<file path="src/rtl/my_pkg.sv">
// rtl/my_pkg.sv - shared types for the sequential EX-stage multiplier
package my_pkg;

    typedef enum logic [1:0] {
        MUL    = 2'd0,
        MULH   = 2'd1,
        MULHSU = 2'd2,
        MULHU  = 2'd3
    } MulOp_Enum;

    typedef enum logic [1:0] {
        IDLE = 2'd0,
        RUN  = 2'd1,
        DONE = 2'd2
    } MulSeqState_Enum;

    function automatic logic op1_is_signed(input MulOp_Enum op);
        return (op == MUL) || (op == MULH) || (op == MULHSU);
    endfunction

    function automatic logic op2_is_signed(input MulOp_Enum op);
        return (op == MUL) || (op == MULH);
    endfunction

endpackage

</file>
<file path="src/rtl/mul_sign_fix.sv">
// rtl/mul_sign_fix.sv - applies the result sign to the magnitude product and selects the half
module mul_sign_fix
    import my_pkg::*;
#(
    parameter int XLEN = 32
) (
    input  logic [2*XLEN-1:0] acc_i,
    input  logic              neg_i,
    input  MulOp_Enum         op_i,
    output logic [XLEN-1:0]   result_o
);

    logic [2*XLEN-1:0] prod;

    always_comb begin
        prod     = neg_i ? (-acc_i) : acc_i;
        result_o = (op_i == MUL) ? prod[XLEN-1:0] : prod[2*XLEN-1:XLEN];
    end

endmodule

</file>
<file path="src/rtl/ex_mul_seq.sv">
// rtl/ex_mul_seq.sv - iterative shift-add multiplier for the EX stage
// Optional EX_MUL_SEQ_EARLY_OUT_EN ends RUN once the remaining multiplier is zero.
module ex_mul_seq
    import my_pkg::*;
#(
    parameter int XLEN = 32
) (
    input  logic            CLK,
    input  logic            RSTn,
    input  logic            EN,
    input  logic            start,
    input  MulOp_Enum       op,
    input  logic [XLEN-1:0] op1,
    input  logic [XLEN-1:0] op2,
    input  logic            flush,
    output logic            stall,
    output logic            busy,
    output logic            done,
    output logic [XLEN-1:0] result
);

    localparam int CW = (XLEN > 1) ? $clog2(XLEN) : 1;
    localparam logic [CW-1:0] LAST = CW'(XLEN - 1);

    MulSeqState_Enum   state_q;
    MulOp_Enum         op_q;
    logic              neg_q;
    logic [2*XLEN-1:0] acc_q, acc_d;
    logic [2*XLEN-1:0] mcand_q, mcand_d;
    logic [XLEN-1:0]   mplr_q, mplr_d;
    logic [CW-1:0]     cnt_q, cnt_d;
    logic [XLEN-1:0]   result_q;

    logic              s1, s2;
    logic [XLEN-1:0]   abs1, abs2;
    logic              run_exit;
    logic [XLEN-1:0]   fix_res;

    // Operands are reduced to magnitudes; the sign is reapplied once at the end.
    always_comb begin
        s1   = op1_is_signed(op) && op1[XLEN-1];
        s2   = op2_is_signed(op) && op2[XLEN-1];
        abs1 = s1 ? (-op1) : op1;
        abs2 = s2 ? (-op2) : op2;
    end

    always_comb begin
        acc_d    = mplr_q[0] ? (acc_q + mcand_q) : acc_q;
        mcand_d  = mcand_q << 1;
        mplr_d   = mplr_q >> 1;
        cnt_d    = cnt_q + 1'b1;
`ifdef EX_MUL_SEQ_EARLY_OUT_EN
        run_exit = (cnt_q == LAST) || (mplr_d == '0);
`else
        run_exit = (cnt_q == LAST);
`endif
    end

    mul_sign_fix #(
        .XLEN(XLEN)
    ) u_sign_fix (
        .acc_i    (acc_d),
        .neg_i    (neg_q),
        .op_i     (op_q),
        .result_o (fix_res)
    );

    always_ff @(posedge CLK) begin
        if (!RSTn) begin
            state_q  <= IDLE;
            op_q     <= MUL;
            neg_q    <= 1'b0;
            acc_q    <= '0;
            mcand_q  <= '0;
            mplr_q   <= '0;
            cnt_q    <= '0;
            result_q <= '0;
        end else if (EN) begin
            if (flush) begin
                state_q <= IDLE;
            end else begin
                case (state_q)
                    IDLE: if (start) begin
                        op_q    <= op;
                        neg_q   <= s1 ^ s2;
                        acc_q   <= '0;
                        mcand_q <= {{XLEN{1'b0}}, abs1};
                        mplr_q  <= abs2;
                        cnt_q   <= '0;
                        state_q <= RUN;
                    end
                    RUN: begin
                        acc_q   <= acc_d;
                        mcand_q <= mcand_d;
                        mplr_q  <= mplr_d;
                        cnt_q   <= cnt_d;
                        // Result is captured on the exit edge so it is stable throughout DONE.
                        if (run_exit) begin
                            result_q <= fix_res;
                            state_q  <= DONE;
                        end
                    end
                    DONE:    state_q <= IDLE;
                    default: state_q <= IDLE;
                endcase
            end
        end
    end

    assign busy   = (state_q != IDLE);
    assign done   = (state_q == DONE) && EN && !flush;
    assign stall  = !flush && (((state_q == IDLE) && start) || (state_q == RUN));
    assign result = result_q;

endmodule

</file>
<file path="config.mk">
export PLATFORM = sky130hd
export DESIGN_NAME = ex_mul_seq
export DESIGN_NICKNAME = d
export VERILOG_FILES = /design/src/rtl/my_pkg.sv /design/src/rtl/mul_sign_fix.sv /design/src/rtl/ex_mul_seq.sv
export SDC_FILE = /design/constraint.sdc
export NUM_CORES = 1
export LEC_CHECK = 0
export BUFFER_PORTS_ARGS = -buffer_cell sky130_fd_sc_hd__buf_2
export CORE_MARGIN = 2
export CORE_UTILIZATION = 35
export DETAILED_ROUTE_END_ITERATION = 8
export PLACE_DENSITY_LB_ADDON = 0.1
export SKIP_CTS_REPAIR_TIMING = 1
export SLEW_MARGIN = 40
export SYNTH_ARGS = -nofsm -noshare
export SYNTH_HDL_FRONTEND = slang
export SYNTH_SLANG_ARGS = --single-unit
</file>
<file path="constraint.sdc">
create_clock -name CLK -period 8.4 [get_ports CLK]
set_input_delay 0.84 -clock CLK [delete_from_list [all_inputs] [get_ports CLK]]
set_output_delay 0.84 -clock CLK [all_outputs]
set_load 0.005 [all_outputs]
</file>
# After elaboration in Yosys (flattened, before gate mapping)

Cells that the tools add are included.

Add/subtract/negate cells: 5
Multipliers: 0
Divide/modulo/power cells: 0
Order comparisons: 0
Eq/ne operators: 8
Shift-type cells: 0
Multiplexer cells: 17
Bitwise gates (word level): 2
Reductions and logical operators: 19

Operators with widths:

| kind                  | number |
|---|---|
| $mux W64              | 4 |
| $pmux W64 S2          | 2 |
| $mux W32              | 4 |
| $add A64 B64 Y64      | 1 |
| $neg A32 Y32          | 2 |
| $neg A64 Y64          | 1 |
| $pmux W32 S2          | 1 |
| $reduce_and A4 Y1     | 3 |
| $pmux W5 S2           | 1 |
| $logic_and A1 B1 Y1   | 6 |
| $logic_not A2 Y1      | 3 |
| $mux W2               | 3 |
| $ne A3 B3 Y1 const B  | 2 |
| $add A5 B1 Y5 const B | 1 |
| $eq A5 B5 Y1 const B  | 1 |
| $mux W5               | 1 |
| $eq A2 B1 Y1 const B  | 2 |
| $eq A2 B2 Y1 const B  | 2 |
| $pmux W2 S2           | 1 |
| $reduce_bool A2 Y1    | 2 |
| $logic_or A1 B1 Y1    | 3 |
| $reduce_and A3 Y1     | 1 |
| $ne A2 B2 Y1 const B  | 1 |
| $logic_not A1 Y1      | 1 |
| 2 further kinds       | 2 |

Register bits after elaboration: 202
Bits in latches: 0
Memory bits (writable): 0
Memory bits (read-only): 0
Bits of input ports: 71
Word-level logic and storage cells: 59
Memories: 0

# Depth between registers and ports, before layout

Depth after elaboration: 7
Gate-level depth with buffers: 22

# By module

A second synthesis with hierarchy kept.

Cells, all modules: 1,905
Area total of the unflattened synthesis: 15,332.2 µm²

By module, submodules not included:

| module       | instances | cells each | area each (µm²) | seq. area each (µm²) |
|---|---|---|---|---|
| ex_mul_seq   | 1         | 1,571      | 13,213.9        | 4,043.9 |
| mul_sign_fix | 1         | 334        | 2,118.3         | 0.0 |

# Least setup slack after synthesis

No wires, ideal clock.

Kind: flip-flop to flip-flop
Start point: register mplr_q[0]
End point: register result_q[20] (netlist: result[20])
Library setup time: 0.101 ns
Arrival: 5.648 ns
Data required time: 8.299 ns
Slack: 2.651 ns
Stages on the path, launching flop included: 23
Path through: dfxtp_1 > clkbuf_1 > clkbuf_1 > buf_2 > buf_1 > buf_2 > buf_1 > buf_1 > buf_1 > clkbuf_1 > mux2i_1 > ha_1 > nand2_1 > a211oi_1 > nor4b_1 > nand4bb_1 > nor2_1 > nand4_1 > nand4b_1 > or4_4 > o211ai_2 > o31ai_1 > o41ai_1

Cells in the longest elaborated chain, start to end: 4

Ends and longest elaborated chain:

| item                   | RTL line           | text |
|---|---|---|
| start, declared        | ex_mul_seq.sv:30   | `logic [XLEN-1:0] mplr_q, mplr_d;` |
| start signal, assigned | ex_mul_seq.sv:88   | `mplr_q <= abs2;` |
| start signal, assigned | ex_mul_seq.sv:95   | `mplr_q <= mplr_d;` |
| $mux W64 *             | ex_mul_seq.sv:48   | `acc_d = mplr_q[0] ? (acc_q + mcand_q) : acc_q;` |
| $neg A64 Y64           | mul_sign_fix.sv:16 | `prod = neg_i ? (-acc_i) : acc_i;` |
| $mux W64 *             | mul_sign_fix.sv:16 |  |
| $mux W32 *             | mul_sign_fix.sv:17 | `result_o = (op_i == MUL) ? prod[XLEN-1:0] : prod[2*XLEN-1:XLEN];` |
| end signal, assigned   | ex_mul_seq.sv:99   | `result_q <= fix_res;` |
| end, declared          | ex_mul_seq.sv:32   | `logic [XLEN-1:0] result_q;` |

Mark *: on every way between the ends. The rest lies on a longest branch, timed or not.
A chain may end at the register's enable or synchronous reset.

# Worst setup path in the final report

Start point: register acc_q[0]
End point: register result_q[17] (netlist: result[17])

Cells in the longest elaborated chain, start to end: 5

Ends and longest elaborated chain:

| item                   | RTL line           | text |
|---|---|---|
| start, declared        | ex_mul_seq.sv:28   | `logic [2*XLEN-1:0] acc_q, acc_d;` |
| start signal, assigned | ex_mul_seq.sv:73   | `acc_q <= '0;` |
| start signal, assigned | ex_mul_seq.sv:86   | `acc_q <= '0;` |
| start signal, assigned | ex_mul_seq.sv:93   | `acc_q <= acc_d;` |
| $add A64 B64 Y64       | ex_mul_seq.sv:48   |  |
| $mux W64 *             | ex_mul_seq.sv:48   |  |
| $neg A64 Y64           | mul_sign_fix.sv:16 |  |
| $mux W64 *             | mul_sign_fix.sv:16 |  |
| $mux W32 *             | mul_sign_fix.sv:17 |  |

Marked as above.

==> results.json <==
{
  "status": "finished, final reports clean",
  "total_leakage_power_uw": 0.00702,
  "async_flop_share": 0,
  "sequential_cell_area_um2": 4050,
  "fin_crit_ns": 5.65,
  "crit_cells": 16,
  "io_buffer_count": 105,
  "synthesis.area_per_instance_um2": 7.34,
  "syn_nets": 2409,
  "critical_path_arrival_ns": 6.09,
  "clk-insertion-delay-late_ns": 0.59,
  "cts_made_buffers": 27,
  "placement_rows": 79,
  "clk_path_buf_depth": 3,
  "worstHoldPathCells": 2,
  "setup.worst_path.class": "reg -> reg",
  "timing_max_transition_violations_final": 0,
  "postSynthCellCount": 2269,
  "antenna_cells_inserted": 0,
  "global_route.peak_usage_layer": "met2",
  "n_fill_cell": 4951,
  "tritoncts_sink_count": 202,
  "r2r.worst_path.cells": 16,
  "ys_seq_elements": 202,
  "cp_slowest_cell": "nor4b_1",
  "synth.largest_area_cell": "dfxtp_1",
  "floorplan.initialDensity": 0.356,
  "pre_cts_slack_ns": 2.65,
  "placeableCoreArea_um2": 46800,
  "endpoint_kind": "flop",
  "cts_max_level": 1,
  "pwr_density_cell_nw_per_um2": 140,
  "clock_tree_from_tritoncts": "built",
  "antenna_found_initial": 0,
  "nets": 2406,
  "route.final.wire_length_um": 66600,
  "grt_use_met1": 0.358,
  "final.setup.tns_ns": 0,
  "clk_tree_root_cell": "clkbuf_16",
  "initialDrtViolationCount": 1657,
  "post-route-period-util": 0.673,
  "gr-usage-met3": 0.0378,
  "detail_route.vias_per_cell": 6.08,
  "setup_repair_after_global_routing_missed_its_margin": "false",
  "postRouteAntennaNets": 0,
  "detailroute.via_count": 17600,
  "yosys_top_cell_area_share": 0.243,
  "post-route-drc-count": 0,
  "finalWorstSetupSlack_ns": 2.75,
  "critPathTopFamily": "compound AO/OA/AOI/OAI gates",
  "multi_input_area_um2": 12000,
  "max_rail_drop_vdd_uv": 148,
  "synth_edf_count": 0,
  "grt.overflow.total": 0,
  "final_layout_size_suffix_gt1_frac": 0.107,
  "first_pass_iters": 7,
  "ys_warnings": 0,
  "timing.final.hold_violations": 0,
  "max_slew.worst_pin.slew_ns": 0.835,
  "yosysUniqueCellTypes": 90,
  "grt_first_pass_wirelength_um": 100000,
  "gp_congestion": 0.995,
  "via_count_of_the_first_global_routing_pass": 16400,
  "drt-wirelength-per-cell_um": 23.0,
  "achievable-frequency_mhz": 177,
  "area_of_the_die_um2": 49300,
  "top_level_ports": 106,
  "synth.area.top_cells": "dfxtp_1, a21oi_1, nand2_1",
  "met2_usage": 0.408,
  "area_added_between_synthesis_and_finish_pct": 11.3,
  "maximum_number_of_pins_on_one_net_before_global_route_repair": 107,
  "place.detailed.hpwl_um": 50000,
  "synth.cell_area_um2": 16600,
  "max_cap_viol_count": 0,
  "synth-seq-area-share": 0.243,
  "hp-class": "reg -> reg",
  "timing.critical_path.cells": "ha_1 > inv_1 > fa_1 > nand2b_1 > a21bo_2 > a21o_1 > a21oi_1 > o21ai_0 > xnor2_1 > a211oi_1 > nor4b_1 > nand4_1 > or4_4 > o31ai_1 > xnor2_1 > a21oi_1",
  "type_of_origin_of_the_critical_path": "flop",
  "setup_violations": 0,
  "grt_util_all_layers": 0.260,
  "synth_ff_type": "dfxtp_1",
  "critical-path-max-stage-delay_ns": 0.61,
  "clock-skew-final_ns": 0.0184,
  "clkSlewWorstSetupHoldPaths_ns": 0.06,
  "cp_num_buf_inv": 1,
  "die_w_um": 222,
  "fp.dieH_um": 222,
  "cp_data_required_time_ns": 8.84,
  "maxSlewHeadroom": 0.437,
  "critical_path.max_fanout": 11
}
## layout make-up
type                    count  area share
repair buffers            127      0.0383
multi-input cells        1879       0.645
inverters                  29     0.00587
well taps                 607      0.0410
clock inverters            16      0.0113
clock buffers              34      0.0400
flip-flops and latches    202       0.219
## cells in the mapped netlist (7+ instances only)
cell type,instances
nor2_1,184
inv_1,29
xnor2_1,49
nor2b_1,127
nor4_1,19
nand2_1,241
or2_2,10
and4_1,10
a31o_2,8
mux2_2,10
and2_1,43
or3_1,18
a21boi_0,27
a22oi_1,47
or4_1,7
o211ai_1,25
a31oi_1,24
and3_1,9
clkbuf_1,124
a21o_1,25
dfxtp_1,202
buf_1,13
o21a_1,30
o22ai_1,8
nor3_1,71
nand4_1,49
o41ai_1,10
a211oi_1,50
a222oi_1,30
o31ai_1,22
a221o_1,7
o21ai_0,164
mux2i_1,31
a221oi_1,10
o211a_1,10
buf_2,21
nand2b_1,20
xor2_1,61
nand3_1,64
a21oi_1,185
ha_1,68
o221ai_1,8
## worst reg2reg max path, cell delays in order, from the launching register on
cell      delay (ns)
dfxtp_1         0.38
ha_1            0.21
inv_1           0.06
fa_1            0.40
nand2b_1        0.22
a21bo_2         0.23
a21o_1          0.20
a21oi_1         0.55
o21ai_0         0.23
xnor2_1         0.20
a211oi_1        0.48
nor4b_1         0.61
nand4_1         0.59
or4_4           0.60
o31ai_1         0.28
xnor2_1         0.18
a21oi_1         0.09
## through the flow
| stage | std cells | utilization | power [uW] | hold slack (ns) | cell area, um^2 |
|---|---|---|---|---|---|
| after CTS | 2893 | 0.396 | 2620 | 0.473 | 18500 |
| after floorplan | 2269 | - | 1250 | 0.444 | 16600 |
| after global routing | 2894 | 0.396 | 2690 | 0.487 | 18500 |
| final | 2894 | 0.396 | 2600 | 0.470 | 18500 |
| after global placement | 2843 | 0.374 | 1370 | 0.458 | 17500 |
| after detailed placement | 2843 | 0.376 | 1370 | 0.462 | 17600 |
## logic make-up (layout without fill, tap and decap cells)
logic type	after synthesis	count (layout)	synth area share
adders and majority gates	69	69	0.0523
buffers and inverters	188	206	0.0441
DFF	202	202	0.243
muxes	41	41	0.0254
AOI/OAI and AO/OA	758	758	0.306
xor gates and xnor gates	110	110	0.0579
and+or+nand+nor	901	901	0.272
## sequential cells by signal (all words and copies together) (netlist names)
register / cells
cnt_q: 5
op_q: 2
mcand_q: 64
mplr_q: 32
state_q: 2
result: 32
neg_q: 1
acc_q: 64
## layout by cell type, fill, tap and decap left out, types with 49 or more instances in the layout
master      n
nor2_1    181
xor2_1     61
dfxtp_1   200
xnor2_1    49
nor3_1     68
nand3_1    64
ha_1       68
o21ai_0   161
a21oi_1   184
nand4_1    49
a211oi_1   50
nand2_1   239
nor2b_1   125
buf_2     104
## where the power goes
part           leakage, uW  internal, uW  switching [uW]
Sequential         0.00163           972            11.3
Combinational      0.00493           126             244
Clock             0.000460           752             493
## routing by layer
layer	share of wire	up-vias
li1	-	8432
met1	0.46	8441
met2	0.44	619
met3	0.064	116
met4	0.041	0
met5	0	-
## final timing paths
path / startpoint / slack [ns] / end
setup / recovery: acc_q[0] / 2.75 / result[17]
hold reg to reg: mplr_q[31] / 0.47 / mplr_q[31]
setup reg to reg: acc_q[0] / 2.75 / result[17]
hold / removal: mplr_q[31] / 0.47 / mplr_q[31]
No activity file was read; power rests on OpenSTA's default activity.
